--- config.mk ---
export PLATFORM = sky130hd
export DESIGN_NAME = mem_arbiter
export DESIGN_NICKNAME = d
export VERILOG_FILES = /design/src/rtl/mem_arbiter.sv
export SDC_FILE = /design/constraint.sdc
export NUM_CORES = 1
export LEC_CHECK = 0
export ABC_AREA = 0
export CAP_MARGIN = 25
export CORE_AREA = 4 4 189 191
export DETAILED_ROUTE_END_ITERATION = 12
export DIE_AREA = 0 0 193 195
export PLACE_DENSITY = 0.57
export SKIP_CTS_REPAIR_TIMING = 1
export SYNTH_ARGS = -nofsm -noshare
export SYNTH_HDL_FRONTEND = slang
export SYNTH_SLANG_ARGS = --single-unit
--- constraint.sdc ---
create_clock -name clk -period 6.1 [get_ports clk]
set_input_delay 1.22 -clock clk [delete_from_list [all_inputs] [get_ports clk]]
set_output_delay 1.22 -clock clk [all_outputs]
set_load 0.005 [all_outputs]
--- src/rtl/mem_arbiter.sv ---
// rtl/mem_arbiter.sv - byte-serial RAM arbiter between instruction fetch and load/store
//
// Ports:
//   clk, rst            clock; synchronous active-high reset
//   rdy                 global enable; low freezes all state and gates mem_wr
//   has_misbranch       speculative flush: aborts reads, blocks new requests
//   io_buffer_full      UART buffer full: holds off stores to I/O space
//   mem_din/mem_dout    RAM read byte (one-cycle latency) / write byte
//   mem_a, mem_wr       RAM byte address and write strobe
//   if_req/if_addr      fetch request; if_done pulse with if_data (32-bit word)
//   ls_req/ls_wr/ls_addr/ls_size/ls_wdata
//                       load/store request (size 00 byte, 01 half, 10 word);
//                       ls_done pulse with ls_rdata for loads
module mem_arbiter #(
    parameter logic [1:0] IO_HI = 2'b11
) (
    input  logic        clk,
    input  logic        rst,
    input  logic        rdy,
    input  logic        has_misbranch,
    input  logic        io_buffer_full,
    input  logic [7:0]  mem_din,
    output logic [7:0]  mem_dout,
    output logic [31:0] mem_a,
    output logic        mem_wr,
    input  logic        if_req,
    input  logic [31:0] if_addr,
    output logic        if_done,
    output logic [31:0] if_data,
    input  logic        ls_req,
    input  logic        ls_wr,
    input  logic [31:0] ls_addr,
    input  logic [1:0]  ls_size,
    input  logic [31:0] ls_wdata,
    output logic        ls_done,
    output logic [31:0] ls_rdata
);

    typedef enum logic [1:0] {IDLE, IF_RD, LS_RD, LS_WR} state_t;

    state_t      state_q, state_d;
    logic [2:0]  cnt_q, cnt_d;
    logic [2:0]  n_q, n_d;
    logic [31:0] a_q, a_d;
    logic [31:0] wdata_q, wdata_d;
    logic [31:0] buf_q, buf_d;
    logic [31:0] if_data_q, if_data_d;
    logic [31:0] ls_rdata_q, ls_rdata_d;
    logic [7:0]  dout_q, dout_d;
    logic        wr_q, wr_d;
    logic        if_done_q, if_done_d;
    logic        ls_done_q, ls_done_d;

    logic [31:0] merged;
    logic [2:0]  ls_n;
    logic        ls_io_blocked;

    always_ff @(posedge clk) begin
        if (rst) begin
            state_q    <= IDLE;
            cnt_q      <= 3'd0;
            n_q        <= 3'd0;
            a_q        <= 32'd0;
            wdata_q    <= 32'd0;
            buf_q      <= 32'd0;
            if_data_q  <= 32'd0;
            ls_rdata_q <= 32'd0;
            dout_q     <= 8'd0;
            wr_q       <= 1'b0;
            if_done_q  <= 1'b0;
            ls_done_q  <= 1'b0;
        end else if (rdy) begin
            state_q    <= state_d;
            cnt_q      <= cnt_d;
            n_q        <= n_d;
            a_q        <= a_d;
            wdata_q    <= wdata_d;
            buf_q      <= buf_d;
            if_data_q  <= if_data_d;
            ls_rdata_q <= ls_rdata_d;
            dout_q     <= dout_d;
            wr_q       <= wr_d;
            if_done_q  <= if_done_d;
            ls_done_q  <= ls_done_d;
        end
    end

    always_comb begin
        state_d    = state_q;
        cnt_d      = cnt_q;
        n_d        = n_q;
        a_d        = a_q;
        wdata_d    = wdata_q;
        buf_d      = buf_q;
        if_data_d  = if_data_q;
        ls_rdata_d = ls_rdata_q;
        dout_d     = dout_q;
        wr_d       = wr_q;
        if_done_d  = 1'b0;
        ls_done_d  = 1'b0;

        case (ls_size)
            2'b00:   ls_n = 3'd1;
            2'b01:   ls_n = 3'd2;
            default: ls_n = 3'd4;
        endcase
        ls_io_blocked = ls_wr && (ls_addr[17:16] == IO_HI) && io_buffer_full;

        // cnt is the index of the address being presented; the byte arriving
        // on mem_din this cycle belongs to index cnt-1.
        merged = buf_q;
        if (cnt_q != 3'd0) begin
            merged[{cnt_q[1:0] - 2'd1, 3'b000} +: 8] = mem_din;
        end

        case (state_q)
            IDLE: begin
                // A done cycle is also an IDLE cycle but never accepts work.
                if (!has_misbranch && !if_done_q && !ls_done_q) begin
                    if (ls_req) begin
                        // A blocked I/O store still owns the bus: fetch waits too.
                        if (!ls_io_blocked) begin
                            state_d = ls_wr ? LS_WR : LS_RD;
                            a_d     = ls_addr;
                            cnt_d   = 3'd0;
                            n_d     = ls_n;
                            buf_d   = 32'd0;
                            wdata_d = ls_wdata;
                            if (ls_wr) begin
                                wr_d   = 1'b1;
                                dout_d = ls_wdata[7:0];
                            end
                        end
                    end else if (if_req) begin
                        state_d = IF_RD;
                        a_d     = if_addr;
                        cnt_d   = 3'd0;
                        n_d     = 3'd4;
                        buf_d   = 32'd0;
                    end
                end
            end
            IF_RD, LS_RD: begin
                if (has_misbranch) begin
                    state_d = IDLE;
                    cnt_d   = 3'd0;
                end else begin
                    buf_d = merged;
                    if (cnt_q == n_q) begin
                        state_d = IDLE;
                        cnt_d   = 3'd0;
                        if (state_q == IF_RD) begin
                            if_done_d = 1'b1;
                            if_data_d = merged;
                        end else begin
                            ls_done_d  = 1'b1;
                            ls_rdata_d = merged;
                        end
                    end else begin
                        cnt_d = cnt_q + 3'd1;
                        a_d   = a_q + 32'd1;
                    end
                end
            end
            LS_WR: begin
                // Stores are committed: the flush is deliberately ignored here.
                if (cnt_q == n_q - 3'd1) begin
                    state_d   = IDLE;
                    cnt_d     = 3'd0;
                    wr_d      = 1'b0;
                    dout_d    = 8'd0;
                    ls_done_d = 1'b1;
                end else begin
                    cnt_d  = cnt_q + 3'd1;
                    a_d    = a_q + 32'd1;
                    dout_d = wdata_q[{cnt_q[1:0] + 2'd1, 3'b000} +: 8];
                end
            end
            default: state_d = IDLE;
        endcase
    end

    // During a stall the byte due this cycle is lost, so the address of that
    // pending byte is shown again; the RAM returns it in the resume cycle.
    assign mem_a    = (!rdy && (state_q == IF_RD || state_q == LS_RD) && cnt_q != 3'd0)
                      ? a_q - 32'd1 : a_q;
    assign mem_wr   = wr_q & rdy;
    assign mem_dout = dout_q;
    assign if_done  = if_done_q;
    assign if_data  = if_data_q;
    assign ls_done  = ls_done_q;
    assign ls_rdata = ls_rdata_q;

endmodule
# == Word level (Yosys, flattened, before mapping) ==
# Index checks and enable logic that the tools add are counted.
# word_totals
regBits,179
input_bits,114
output_inout_bits,107
elab_cells,132
# op_classes
n_addsub,7
n_eq_ne,19
shifts,3
mux,59
n_bitwise,4
n_reduce_logical,28
# op_table
op,n
2-to-1 mux 32 bit,14
one-hot mux 32 bit (3 select lines),1
one-hot mux 32 bit (2 select lines),1
2-to-1 mux 8 bit,5
"adder 32 x 1 -> 32 bit, second input constant",1
bitwise mux 32 bit,1
"variable shift 8 x 7 -> 32 bit, first input constant",1
indexed part select 32 x 6 -> 8 bit,1
indexed part select 8 x 7 -> 32 bit,1
"subtractor 32 x 1 -> 32 bit, second input constant",1
2-to-1 mux 3 bit,10
AND reduction 5 bit,4
"inequality test 2 bit, second input constant",9
AND reduction 6 bit,3
one-hot mux 8 bit (2 select lines),1
2-to-1 mux 1 bit,14
2-to-1 mux 2 bit,7
AND reduction 7 bit,2
"inequality test 3 bit, second input constant",3
one-hot mux 3 bit (3 select lines),1
negation 5 -> 7 bit,1
"equality test 2 bit, second input constant",3
equality test 3 bit,2
logical AND 1 bit,6
17 further kinds,27

# == Longest topological paths before layout ==
# logic_depth
depth_word,7
depth_mapped,12
mapped_depth_nobuf,7

# == Worst setup path before layout ==
# OpenSTA, ideal clock, no wires.
# synth_timing
path_type,flip-flop to output port
from,reg cnt_q[0]
to,out mem_a[28]
arrival_ps,3119
required_time_ps,4880
setup_slack_ps,1761
stages_incl_launch_ff,10
n_path_buf,2
cell_sequence,dfxtp_1 > clkbuf_1 > clkbuf_1 > inv_1 > ha_1 > nor2b_1 > nor4b_1 > or2b_1 > or4_4 > xnor2_2
# synth_via
elab_chain_cells,3
# synth_lines
item,line,source
start: declaration,42,"logic [2:0] cnt_q, cnt_d;"
start signal: assignment,74,cnt_q <= cnt_d;
nonzero test 3 bit,185,assign mem_a = (!rdy && (state_q == IF_RD || state_q == LS_RD) && cnt_q != 3'd0)
logical AND 1 bit,185,
2-to-1 mux 32 bit,186,? a_q - 32'd1 : a_q;
end: declaration,24,"output logic [31:0] mem_a,"
# No other way between the ends.

# == Final worst setup path ==
# layout_timing
from,in rdy
to,out mem_a[31]
# layout_via
elab_chain_cells,4
# layout_lines
item,line,source
start: declaration,19,"input logic rdy,"
zero test 1 bit,185,
logical AND 1 bit (2 in a row),185,
2-to-1 mux 32 bit,186,
# No other way between the ends.

==> impl_results.md <==
- Worst-margin pin slew: 1.099 ns
- FMAX: 189.9 MHz
- CTS tree: built
- Post-route DRC: 0
- Library cells used by synthesis: 66
- Yosys warning count: 0
- Syn_nets: 1291
- Top FF cell, synth: dfxtp_1
- RSZ-0062 raised after global routing: no
- Max Transition Viols Final: 0
- DR pass1 iterations: 5
- Clk pin slew, worst setup/hold paths: 0.07 ns
- Setup TNS: 0 ns
- Top cell type's share of synthesized area: 38.05%
- FILL cells: 3535
- Vias per Instance: 5.099
- Final setup vio count: 0
- Final Net Count: 1450
- First-pass GRT wire length: 50360 um
- Yosys top cell by area: dfxtp_1
- Rel. slew slack: 26.54%
- Site Rows: 68
- PortBufs: 220
- Post-synth EDFFs: 0
- Leakage: 4.447 nW
- DR WL/cell: 18.10 um
- Initial antenna violation count: 4
- Clock sinks: 179
- Seq/Total Area, Yosys: 38.05%
- Die Area: 0.03764 sq mm
- Global Route Usage Sum: 16.83%
- Layout cell share with drive strength beyond 1: 8.003%
- I/O pins: 221
- Synth async-reset ratio: 0%
- Max clock buf depth: 2
- Die width: 193 um
- Hold Startpoint: buf_q[24]
- Initial cell density of the core: 27.60%
- Worst Path Arrival: 4.05 ns
- Post-Synthesis Cells: 1165
- Post-Route WL: 32490 um
- RD Place Congestion: 0.8453
- Final Util: 36.99%
- Area grow syn2layout: 34.03%
- Final min period: 5.266 ns
- Seq cells post-synth: 179
- Max-Cap Viols: 0
- Worst setup path class: in2out
- Critical Path Sink Type: primary output
- Tot Pwr: 0.002951 W
- Worst Setup Start Kind: primary input
- Clk root buf: clkbuf_16
- Slack of the worst reg-to-reg path: 2.92 ns
- Peak supply drop: 0.1422 mV
- Die height: 195 um
- Worst skew pair latency: 0.44 ns
- Largest net degree at the start of global routing: 71
- Via Count: 9153
- H-tree levels: 4
- Final antenna-violating net count: 0
- Post-Syn Area: 0.009417 sq mm
- Avg Cell Area, Syn: 8.083 sq um
- Status: finished, final reports clean
- R2R depth: 6
- HP Class: reg2reg
- Worst r2r src: cnt_q[1]
- Std-Cell Core Area: 0.03412 sq mm
- Critical Path RT: 4.88 ns
- Vias in the first global route: 8820
- Remaining Overflow, GRT: 0
- Hpwl dp: 22820 um
- Drt initial violations: 593
- Skew final: 0.01223 ns
- Reg2reg end: ls_rdata[0]
- TritonCTS Buffers: 17
- CP Max Fanout: 14
- Ranking of synthesized cells by area: dfxtp_1 38%, nor2_1 6.9%, a21oi_1 4.8%
- WHS Path Cells: 2
- Final Hold Viols: 0
- Final Cycle Share: 86.32%
- Count leader, synth: dfxtp_1
- Post-synth top cells: 179 x dfxtp_1, 173 x nor2_1, 109 x nand2_1
- Cell Pwr Density: 233.8 mW/mm^2
- Worst Hold End: buf_q[24]
==> worst max-delay path, stage by stage <==
cell and delay (ns):
clkdlybuf4s50_1 0.56, nor2b_1 0.24, nand3b_1 0.15, or4_1 0.75, nor4_1 0.43, xor2_1 0.17, clkdlybuf4s50_1 0.51
==> per-layer routing <==
metal	GRT usage (%)	routed length, um
met5	0	8
met4	5.586	662
met3	3.039	1723
met2	27.38	15290
met1	22.56	14810
==> sequential cells by signal (all words and copies together), names as in the netlist <==
register  flops
n_q           3
buf_q        32
state_q       2
cnt_q         3
ls_rdata     32
a_q          32
if_done       1
mem_dout      8
ls_done       1
wdata_q      32
if_data      32
wr_q          1
==> logic make-up after synthesis <==
family / after synthesis / synth area share [%]
compound gates: 276 / 19.65
buf+inv: 121 / 4.996
mux: 71 / 8.956
simple gates: 469 / 23.08
flops: 179 / 38.05
xor+xnor: 37 / 3.667
fa+ha+maj: 12 / 1.594
==> per-stage QoR <==
stage / hold WS (ns) / cells / setup slack (ns) / area (sq um)
3_3_place_gp: 0.4380 / 1757 / 0.8717 / 11960
6_report: 0.4524 / 1795 / 0.8344 / 12620
4_1_cts: 0.4538 / 1791 / 0.8245 / 12600
5_1_grt: 0.4653 / 1795 / 0.6930 / 12620
2_1_floorplan: 0.4323 / 1165 / 1.761 / 9417
3_5_place_dp: 0.4437 / 1759 / 0.8283 / 12000
==> where the power goes <==
group / switching, W / internal [W]
registers: 0.0000553 / 0.00121
clock network: 0.000527 / 0.000601
logic: 0.000308 / 0.000252
total: 0.000890 / 0.00206
==> layout by cell type, fill, tap and decap left out, types with 16 or more instances in the layout <==
| cell | netlist | layout |
|---|---|---|
| a211oi_1 | 36 | 36 |
| a21oi_1 | 91 | 90 |
| a22oi_1 | 32 | 32 |
| buf_4 | 1 | 22 |
| clkbuf_16 | 0 | 17 |
| clkdlybuf4s50_1 | 0 | 218 |
| dfxtp_1 | 179 | 179 |
| inv_1 | 16 | 16 |
| mux2_2 | 26 | 26 |
| mux2i_1 | 37 | 37 |
| nand2_1 | 109 | 109 |
| nand2b_1 | 26 | 26 |
| nand3_1 | 30 | 30 |
| nor2_1 | 173 | 173 |
| nor3_1 | 50 | 47 |
| nor4_1 | 16 | 16 |
| o21ai_0 | 20 | 20 |
| o31ai_1 | 23 | 23 |
| xnor2_1 | 16 | 16 |
| xor2_1 | 19 | 19 |
==> area by class of cell <==
type | instances | area, sq um | share of cell area [%]
sequential | 179 | 3583 | 28.39
clock inverter | 13 | 143.9 | 1.140
inverter | 17 | 63.81 | 0.5056
clock buffer | 19 | 452.9 | 3.589
timing repair buffer | 244 | 2410 | 19.09
antenna | 3 | 7.507 | 0.05948
tap | 455 | 569.3 | 4.511
multi-input combinational | 865 | 5390 | 42.71
==> how the worst max path moves through the flow <==
| stage | start | to | slack, ns | depth (start not counted) |
|---|---|---|---|---|
| finish | rdy | mem_a[31] | 0.83 | 7 |
| global route | rdy | mem_a[31] | 0.69 | 7 |
| CTS | rdy | mem_a[31] | 0.82 | 7 |
| detailed placement | rdy | mem_a[31] | 0.83 | 7 |
| global placement | rdy | mem_a[31] | 0.87 | 7 |
| floorplan | cnt_q[0] | mem_a[28] | 1.76 | 9 |
Note: power is estimated with default switching activity, not from simulation.
